$ cat config.mk
export PLATFORM = sky130hd
export DESIGN_NAME = bram_frame_seq
export DESIGN_NICKNAME = d
export VERILOG_FILES = /design/src/rtl/bram_frame_seq_pkg.sv /design/src/rtl/bram_frame_seq_line_phase_cnt.sv /design/src/rtl/bram_frame_seq.sv
export SDC_FILE = /design/constraint.sdc
export NUM_CORES = 1
export LEC_CHECK = 0
export BUFFER_PORTS_ARGS = -buffer_cell sky130_fd_sc_hd__buf_4
export CORE_ASPECT_RATIO = 0.75
export CORE_MARGIN = 1.5
export CORE_UTILIZATION = 45
export DETAILED_ROUTE_END_ITERATION = 7
export PLACE_DENSITY = 0.63
export SETUP_SLACK_MARGIN = 0.4
export SYNTH_ARGS = -nofsm -noshare
export SYNTH_HDL_FRONTEND = slang
export SYNTH_SLANG_ARGS = --single-unit
$ cat constraint.sdc
create_clock -name clk -period 4.05 [get_ports clk]
set_input_delay 0.81 -clock clk [delete_from_list [all_inputs] [get_ports clk]]
set_output_delay 0.81 -clock clk [all_outputs]
set_load 0.01 [all_outputs]
$ cat src/rtl/bram_frame_seq_pkg.sv
// Shared constants and state encoding for the line-buffer BRAM sequencer.
package bram_frame_seq_pkg;
    localparam int DEF_WR_AW      = 11;
    localparam int DEF_RD_AW      = 9;
    localparam int BYTES_PER_WORD = 4;

    localparam logic [2:0] S_IDLE  = 3'd0;
    localparam logic [2:0] S_FILL  = 3'd1;
    localparam logic [2:0] S_DRAIN = 3'd2;
    localparam logic [2:0] S_FLUSH = 3'd3;
    localparam logic [2:0] S_DONE  = 3'd4;

    typedef enum logic [2:0] {
        IDLE  = S_IDLE,
        FILL  = S_FILL,
        DRAIN = S_DRAIN,
        FLUSH = S_FLUSH,
        DONE  = S_DONE
    } state_t;
endpackage

$ cat src/rtl/bram_frame_seq_line_phase_cnt.sv
// Modulo-LINE_WORDS read counter; wrap strobes on the last word of each line.
module line_phase_cnt
    import bram_frame_seq_pkg::*;
#(
    parameter int LINE_WORDS = 64
) (
    input  logic clk,
    input  logic reset,
    input  logic clr,
    input  logic adv,
    output logic wrap
);
    localparam int CW = (LINE_WORDS > 1) ? $clog2(LINE_WORDS) : 1;
    localparam logic [CW-1:0] LAST = CW'(LINE_WORDS - 1);

    logic [CW-1:0] cnt;

    assign wrap = adv && (cnt == LAST);

    always_ff @(posedge clk or posedge reset) begin
        if (reset)
            cnt <= '0;
        else if (clr)
            cnt <= '0;
        else if (adv)
            cnt <= (cnt == LAST) ? '0 : cnt + 1'b1;
    end
endmodule

$ cat src/rtl/bram_frame_seq.sv
// Fill/drain sequencer for the pixel line-buffer BRAM: byte writes on port A,
// word reads on port B, window-mux phase and a completion pulse.
module bram_frame_seq
    import bram_frame_seq_pkg::*;
#(
    parameter int WR_AW       = DEF_WR_AW,
    parameter int RD_AW       = DEF_RD_AW,
    parameter int FRAME_BYTES = 2048,
    parameter int LINE_WORDS  = 64
) (
    input  logic             clk,
    input  logic             reset,
    input  logic             start,
    input  logic             pix_valid,
    output logic             pix_ready,
    input  logic             stall,
    output logic             ena,
    output logic             wea,
    output logic [WR_AW-1:0] addra,
    output logic             enb,
    output logic [RD_AW-1:0] addrb,
    output logic [2:0]       sel,
    output logic             rd_valid,
    output logic             rd_last,
    output logic             busy,
    output logic             complete
);
    localparam int FRAME_WORDS = FRAME_BYTES / BYTES_PER_WORD;
    localparam logic [WR_AW:0] WR_LAST = (WR_AW+1)'(FRAME_BYTES - 1);
    localparam logic [RD_AW:0] RD_LAST = (RD_AW+1)'(FRAME_WORDS - 1);

    state_t         state, state_nx;
    logic [WR_AW:0] wr_cnt;
    logic [RD_AW:0] rd_cnt;
    logic           wr_term, rd_term, clr_cnt, line_wrap;
    logic           rd_vld_q, rd_last_q;

    assign wr_term = (wr_cnt == WR_LAST);
    assign rd_term = (rd_cnt == RD_LAST);

    always_comb begin
        state_nx  = state;
        pix_ready = 1'b0;
        ena       = 1'b0;
        wea       = 1'b0;
        enb       = 1'b0;
        clr_cnt   = 1'b0;
        case (state)
            IDLE: begin
                clr_cnt = 1'b1;
                if (start) state_nx = FILL;
            end
            FILL: begin
                pix_ready = 1'b1;
                ena       = pix_valid;
                wea       = pix_valid;
                if (pix_valid && wr_term) state_nx = DRAIN;
            end
            DRAIN: begin
                enb = ~stall;
                if (!stall && rd_term) state_nx = FLUSH;
            end
            FLUSH: state_nx = DONE;
            DONE: begin
                // Clear here so the next sequence sees zeroed addresses in IDLE.
                clr_cnt  = 1'b1;
                state_nx = IDLE;
            end
            default: state_nx = IDLE;
        endcase
    end

    always_ff @(posedge clk or posedge reset) begin
        if (reset) begin
            state     <= IDLE;
            wr_cnt    <= '0;
            rd_cnt    <= '0;
            sel       <= '0;
            rd_vld_q  <= 1'b0;
            rd_last_q <= 1'b0;
        end else begin
            state     <= state_nx;
            rd_vld_q  <= enb;
            rd_last_q <= enb && rd_term;
            if (clr_cnt) begin
                wr_cnt <= '0;
                rd_cnt <= '0;
                sel    <= '0;
            end else begin
                // Terminal addresses hold instead of rolling past the segment.
                if (wea && !wr_term) wr_cnt <= wr_cnt + 1'b1;
                if (enb && !rd_term) rd_cnt <= rd_cnt + 1'b1;
                if (line_wrap)       sel    <= sel + 3'd1;
            end
        end
    end

    line_phase_cnt #(.LINE_WORDS(LINE_WORDS)) u_phase (
        .clk   (clk),
        .reset (reset),
        .clr   (clr_cnt),
        .adv   (enb),
        .wrap  (line_wrap)
    );

    assign addra    = wr_cnt[WR_AW-1:0];
    assign addrb    = rd_cnt[RD_AW-1:0];
    assign rd_valid = rd_vld_q;
    assign rd_last  = rd_last_q;
    assign busy     = (state != IDLE);
    assign complete = (state == DONE);
endmodule

==> results of run 1 <==
kinds of logic (layout without fill, tap and decap cells):
family | count (synthesis) | after routing | share of synthesized area [%]
buf+inv | 36 | 53 | 11.1
fa+ha+maj | 4 | 4 | 2.45
simple gates | 84 | 84 | 23.3
mux | 1 | 1 | 0.489
xor+xnor | 5 | 5 | 2.14
compound gates | 47 | 47 | 16.4
flops | 36 | 36 | 44.0
metrics by stage:
step	cell area (um2)	total power [W]	instances	hold WS, ns
4_1_cts	2300	0.000797	287	0.527
6_report	2300	0.000784	287	0.524
5_1_grt	2300	0.000831	287	0.550
3_5_place_dp	2210	0.000530	279	0.515
3_3_place_gp	2210	0.000526	279	0.508
2_1_floorplan	2050	0.000497	213	0.479
synthesized netlist by cell type, drive strengths merged, types with 3 or more instances:
| cell type | instances | share of area, % |
|---|---|---|
| dfrtp | 36 | 44 |
| buf | 24 | 8.7 |
| nand2 | 19 | 3.6 |
| nor2 | 18 | 3.3 |
| nand3 | 13 | 3.2 |
| a21oi | 9 | 2.2 |
| o31ai | 7 | 2.6 |
| inv | 6 | 1.1 |
| nand4 | 6 | 3.3 |
| o21ai | 6 | 1.5 |
| or4 | 6 | 2.2 |
| clkbuf | 5 | 0.92 |
| a31oi | 4 | 1.2 |
| and4 | 4 | 1.7 |
| ha | 4 | 2.4 |
| nor3 | 4 | 0.98 |
| a211oi | 3 | 1.3 |
| nor4 | 3 | 0.92 |
| o211ai | 3 | 1.1 |
| o21a | 3 | 1.1 |
| xor2 | 3 | 1.3 |
layer usage:
metal	share of wire, %	global-route usage, %	wire, um	vias to the layer above
li1	-	-	-	805
met1	51	26.5	2160	758
met2	42	28.2	1770	43
met3	5.2	4.59	220	7
met4	1.4	5.91	59	0
met5	0	0	0	-
layout make-up:
class / instances / area [um2]
clock buffers: 8 / 90.1
fillers: 440 / 2110
inverters: 7 / 31.3
well taps: 57 / 71.3
multi-input cells: 141 / 925
flip-flops and latches: 36 / 901
repair buffers: 38 / 285
registers in the layout, indices dropped and copies added, names as in the netlist:
register	cells
rd_cnt	10
rd_last	1
rd_valid	1
sel	3
state	3
u_phase.cnt	6
wr_cnt	12
report_power, final:
part / leakage, nW / internal [W] / switching, W
clock: 0.0455 / 0.000139 / 0.000124
combinational: 0.514 / 0.0000510 / 0.0000593
sequential: 0.494 / 0.000377 / 0.0000341
total: 1.05 / 0.000566 / 0.000218
how the worst max path moves through the flow:
stage / cells past startpoint / start / to / slack [ns]
2_1_floorplan: 4 / stall / enb / 1.55
3_3_place_gp: 4 / stall / enb / 1.29
3_5_place_dp: 4 / stall / enb / 1.28
4_1_cts: 4 / stall / enb / 1.28
5_1_grt: 4 / stall / enb / 1.23
6_report: 4 / stall / enb / 1.27
worst max-delay path: cells and delay by family:
kind                   cells  cell delay [ns]
AND/OR/NAND/NOR            1             0.69
buffers and inverters      3             0.46
==> results.py, run 1 <==
metrics = {
    "die": {
        "die_x_um": 80.9,
        "core_area_mm2": 0.00441,
        "row_count": 21,
        "die-height_um": 61.4,
        "num_io_pins": 36,
        "start_util_pct": 46.4,
        "die_area_mm2": 0.00497,
    },
    "clock_network": {
        "cts_tree": "done",
        "clock_path_buffers": 2,
        "numCtsBuffers": 5,
        "cts.reportedPaths.clkPinSlew_ns": 0.06,
        "clk-insertion-delay-late_ns": 0.29,
        "clkSinkCount": 36,
        "cts_max_level": 2,
        "cts_setup_buffers": 0,
        "cts_resized": 0,
        "holdBufCountCts": 0,
        "clock-root-buffer": "clkbuf_8",
    },
    "grt": {
        "grt_pass1_wl_um": 6950,
        "first_global_vias": 1426,
        "grt_usage_pct": 18.6,
        "grt_overflow": 0,
        "antenna_found_initial": 0,
        "grt_start_max_net_pins": 24,
    },
    "sta": {
        "worst_slack_ns": 1.27,
        "tightest_slew_ns": 0.878,
        "slew_headroom_pct": 41.4,
        "period_share_pct": 68.5,
        "period_minus_slack_ns": 2.78,
        "max_freq_mhz": 360,
        "rsz0062_at_grt": "no",
        "setup_viol": 0,
        "tns_ns": 0,
        "skew_ns": 0.00727,
        "hold_violations": 0,
        "finalMaxSlewViolations": 0,
    },
    "synth": {
        "synthDistinctLibCells": 51,
        "synthesis.area_mm2": 0.00205,
        "synth_cells": 213,
        "synth_warnings": 0,
        "ys_seq_area_share_pct": 44.0,
        "synth-seq-cells": 36,
        "ys.flop_type": "dfrtp_1",
        "syn_nets": 222,
        "async_reset_ff_share_pct": 100,
        "synth_area_per_cell_um2": 9.61,
        "synth_edf_count": 0,
    },
    "route": {
        "drt_first_pass_iters": 4,
        "antenna_left": 0,
        "drt-wirelength-per-cell_um": 14.7,
        "num_vias": 1613,
        "viasPerCell": 5.62,
        "drc": 0,
        "routed_wl_um": 4210,
        "drtIter0Drc": 86,
    },
    "worst_setup_path": {
        "rr_endpoint": "rd_cnt[7]",
        "crit_path_frequent_cell": "buf_4",
        "worstPathArrival_ns": 1.97,
        "cpMaxStageDelayCell": "or4b_1",
        "r2r-start": "state[0]",
        "crit_fanout": 14,
        "cpPeakStageDelay_ns": 0.69,
        "regToRegSetupSlack_ns": 1.82,
        "crit_path_cell_trace": "buf_4, or4b_1, clkinv_4, buf_4",
        "worstPathRequired_ns": 3.24,
        "crit_path_end_kind": "primary output",
        "worstSetupPathType": "in2out",
        "start_kind": "input port",
        "worst-r2r-cell-count": 5,
    },
    "cells_and_area": {
        "final_cell_mix": "buf_4 (38), dfrtp_1 (36), nor2_1 (18), nand2_1 (18), nand3_1 (13)",
        "layout_commonest_cell": "buf_4",
        "insertedDiodeCount": 0,
        "syn_to_final_growth_pct": 12.5,
        "final_nets": 238,
        "drive_above_1_share_pct": 23.5,
        "postLayoutCoreUtil_pct": 52.2,
    },
    "min_path": {
        "whs_path_depth": 1,
        "holdCritStartpoint": "u_phase.cnt[3]",
        "hold_path_end": "u_phase.cnt[3]",
        "min_path_type": "reg2reg",
    },
    "placement": {
        "io_buffers": 35,
        "place.gp.congestion": 0.742,
        "pre_cts_slack_ns": 1.28,
        "hpwl_um": 2850,
    },
    "power": {
        "p_leak_nw": 1.05,
        "ir_drop_mv": 0.197,
        "p_per_area_mw_per_mm2": 340,
    },
    "status": {
        "status": "finished, final reports clean",
    },
    "job": {
        "max_cap_violations": 0,
    },
}
Power figures use the tool's default switching activity.
==> run 2: changes to the inputs <==
--- a/config.mk
+++ b/config.mk
@@ -10,7 +10,7 @@
 export CORE_MARGIN = 1.5
 export CORE_UTILIZATION = 45
 export DETAILED_ROUTE_END_ITERATION = 7
-export PLACE_DENSITY = 0.63
+export PLACE_DENSITY = 0.66
 export SETUP_SLACK_MARGIN = 0.4
 export SYNTH_ARGS = -nofsm -noshare
 export SYNTH_HDL_FRONTEND = slang
==> constraint.sdc (replaced) <==
create_clock -name clk -period 2.3 [get_ports clk]
set_input_delay 0.46 -clock clk [delete_from_list [all_inputs] [get_ports clk]]
set_output_delay 0.46 -clock clk [all_outputs]
set_load 0.01 [all_outputs]
==> run 2 against run 1 <==
Compared with the run above:
- critical path depth unchanged
- via count increased by 6.6%
- clock skew shrank 0.0027 ns
- critical path type is now reg2out
- utilization increased by 6.5 points
- largest power group unchanged
==> results.py, run 2 (synthesis results as in run 1) <==
metrics = {
    "sta": {
        "finalMaxSlewViolations": 0,
        "hold_violations": 0,
        "tightest_slew_ns": 0.530,
        "slew_headroom_pct": 64.6,
        "rsz0062_at_grt": "yes",
        "tns_ns": 0,
        "period_share_pct": 88.0,
        "period_minus_slack_ns": 2.02,
        "max_freq_mhz": 494,
        "skew_ns": 0.00456,
        "worst_slack_ns": 0.275,
        "setup_viol": 0,
    },
    "grt": {
        "grt_start_max_net_pins": 37,
        "grt_overflow": 0,
        "antenna_found_initial": 0,
        "grt_pass1_wl_um": 7650,
        "first_global_vias": 1551,
        "grt_usage_pct": 20.7,
    },
    "route": {
        "routed_wl_um": 4700,
        "drtIter0Drc": 65,
        "num_vias": 1719,
        "viasPerCell": 5.56,
        "antenna_left": 0,
        "drt_first_pass_iters": 4,
        "drt-wirelength-per-cell_um": 15.2,
        "drc": 0,
    },
    "power": {
        "p_per_area_mw_per_mm2": 549,
        "p_leak_nw": 1.19,
        "ir_drop_mv": 0.338,
    },
    "cells_and_area": {
        "drive_above_1_share_pct": 36.1,
        "largest_register_ffs": 12,
        "syn_to_final_growth_pct": 26.7,
        "final_cell_mix": "buf_4 (54), dfrtp_1 (33), nor2_1 (18), nand2_1 (18), nand3_1 (12)",
        "fillerInstances": 410,
        "largest_register": "wr_cnt",
        "reg_top3": "wr_cnt (12), rd_cnt (10), u_phase.cnt (6)",
        "stdcell_area_mm2": 0.00259,
        "final_cells": 309,
        "insertedDiodeCount": 0,
        "final_nets": 260,
        "layout_commonest_cell": "buf_4",
        "postLayoutCoreUtil_pct": 58.7,
    },
    "die": {
        "start_util_pct": 46.4,
        "core_area_mm2": 0.00441,
        "num_io_pins": 36,
        "die_x_um": 80.9,
        "die_area_mm2": 0.00497,
        "die-height_um": 61.4,
        "row_count": 21,
    },
    "worst_setup_path": {
        "startpoint": "state[2]",
        "cp-endpoint": "enb",
        "worstSetupPathType": "reg2out",
        "regToRegSetupSlack_ns": 0.35,
        "crit_path_end_kind": "primary output",
        "worst-r2r-cell-count": 6,
        "worstPathArrival_ns": 1.56,
        "crit_fanout": 4,
        "worstPathRequired_ns": 1.84,
        "rr_endpoint": "rd_cnt[7]",
        "r2r-start": "state[2]",
        "start_kind": "flip-flop",
    },
    "placement": {
        "dp_cells": 282,
        "io_buffers": 35,
        "pre_cts_slack_ns": 0.182,
        "hpwl_um": 2870,
        "place.gp.congestion": 0.793,
        "dpl_cell_area_mm2": 0.00224,
    },
    "clock_network": {
        "cts.reportedPaths.clkPinSlew_ns": 0.07,
        "clock-root-buffer": "clkbuf_8",
        "numCtsBuffers": 5,
        "cts_tree": "done",
        "cts_max_level": 2,
        "clock_path_buffers": 2,
        "holdBufCountCts": 0,
        "clk-insertion-delay-late_ns": 0.29,
        "clkSinkCount": 36,
    },
    "job": {
        "max_cap_violations": 0,
    },
    "status": {
        "status": "finished, final reports clean",
    },
    "min_path": {
        "min_path_type": "in2async",
    },
}
-- run 2: what timing repair did --
action | in CTS | in global routing
hold endpoints to repair | 0 | 0
buffers inserted | 10 | 9
setup endpoints to repair | 16 | 19
resized for setup | 9 | 20
pin swaps | 4 | 12
-- run 2: area by class of cell --
| class | count | area, um2 | share of cell area [%] |
|---|---|---|---|
| Multi-Input combinational cell | 141 | 1010 | 39.1 |
| Sequential cell | 36 | 905 | 34.9 |
| Timing Repair Buffer | 60 | 477 | 18.4 |
| Clock buffer | 8 | 90.1 | 3.47 |
| Tap cell | 57 | 71.3 | 2.75 |
| Inverter | 7 | 36.3 | 1.40 |
-- run 2: where the power goes --
part | internal [W] | total [W] | switching (W)
clock | 0.000244 | 0.000468 | 0.000224
combinational | 0.000112 | 0.000228 | 0.000116
sequential | 0.000664 | 0.000727 | 0.0000631
total | 0.00102 | 0.00142 | 0.000403
-- run 2: worst min-delay path by stage --
stage,from,end,slack [ns],cells past startpoint
finish,reset,wr_cnt[8],0.27,3
CTS,reset,wr_cnt[11],0.29,3
floorplan,u_phase.cnt[3],u_phase.cnt[3],0.48,1
global placement,sel[0],sel[0],0.51,1
global route,reset,wr_cnt[8],0.33,3
detailed placement,u_phase.cnt[1],u_phase.cnt[1],0.52,2
-- run 2: worst max-delay path, stage by stage (launching register included) --
cell and delay [ns]:
dfrtp_2 0.41, or4b_4 0.57, clkinv_4 0.09, buf_6 0.11, buf_6 0.09
-- run 2: per-stage QoR --
step / hold WS [ns] / power (W)
floorplan: 0.479 / 0.000877
global placement: 0.514 / 0.000933
detailed placement: 0.520 / 0.000935
CTS: 0.292 / 0.00142
global route: 0.328 / 0.00149
finish: 0.272 / 0.00142
-- run 2: metal layers --
metal  track usage (%)  vias up  wire [um]
li1                  -      844          -
met1              29.6      833       2340
met2              30.8       35       2090
met3              4.15        7        205
met4              8.87        0         65
met5                 0        -          0
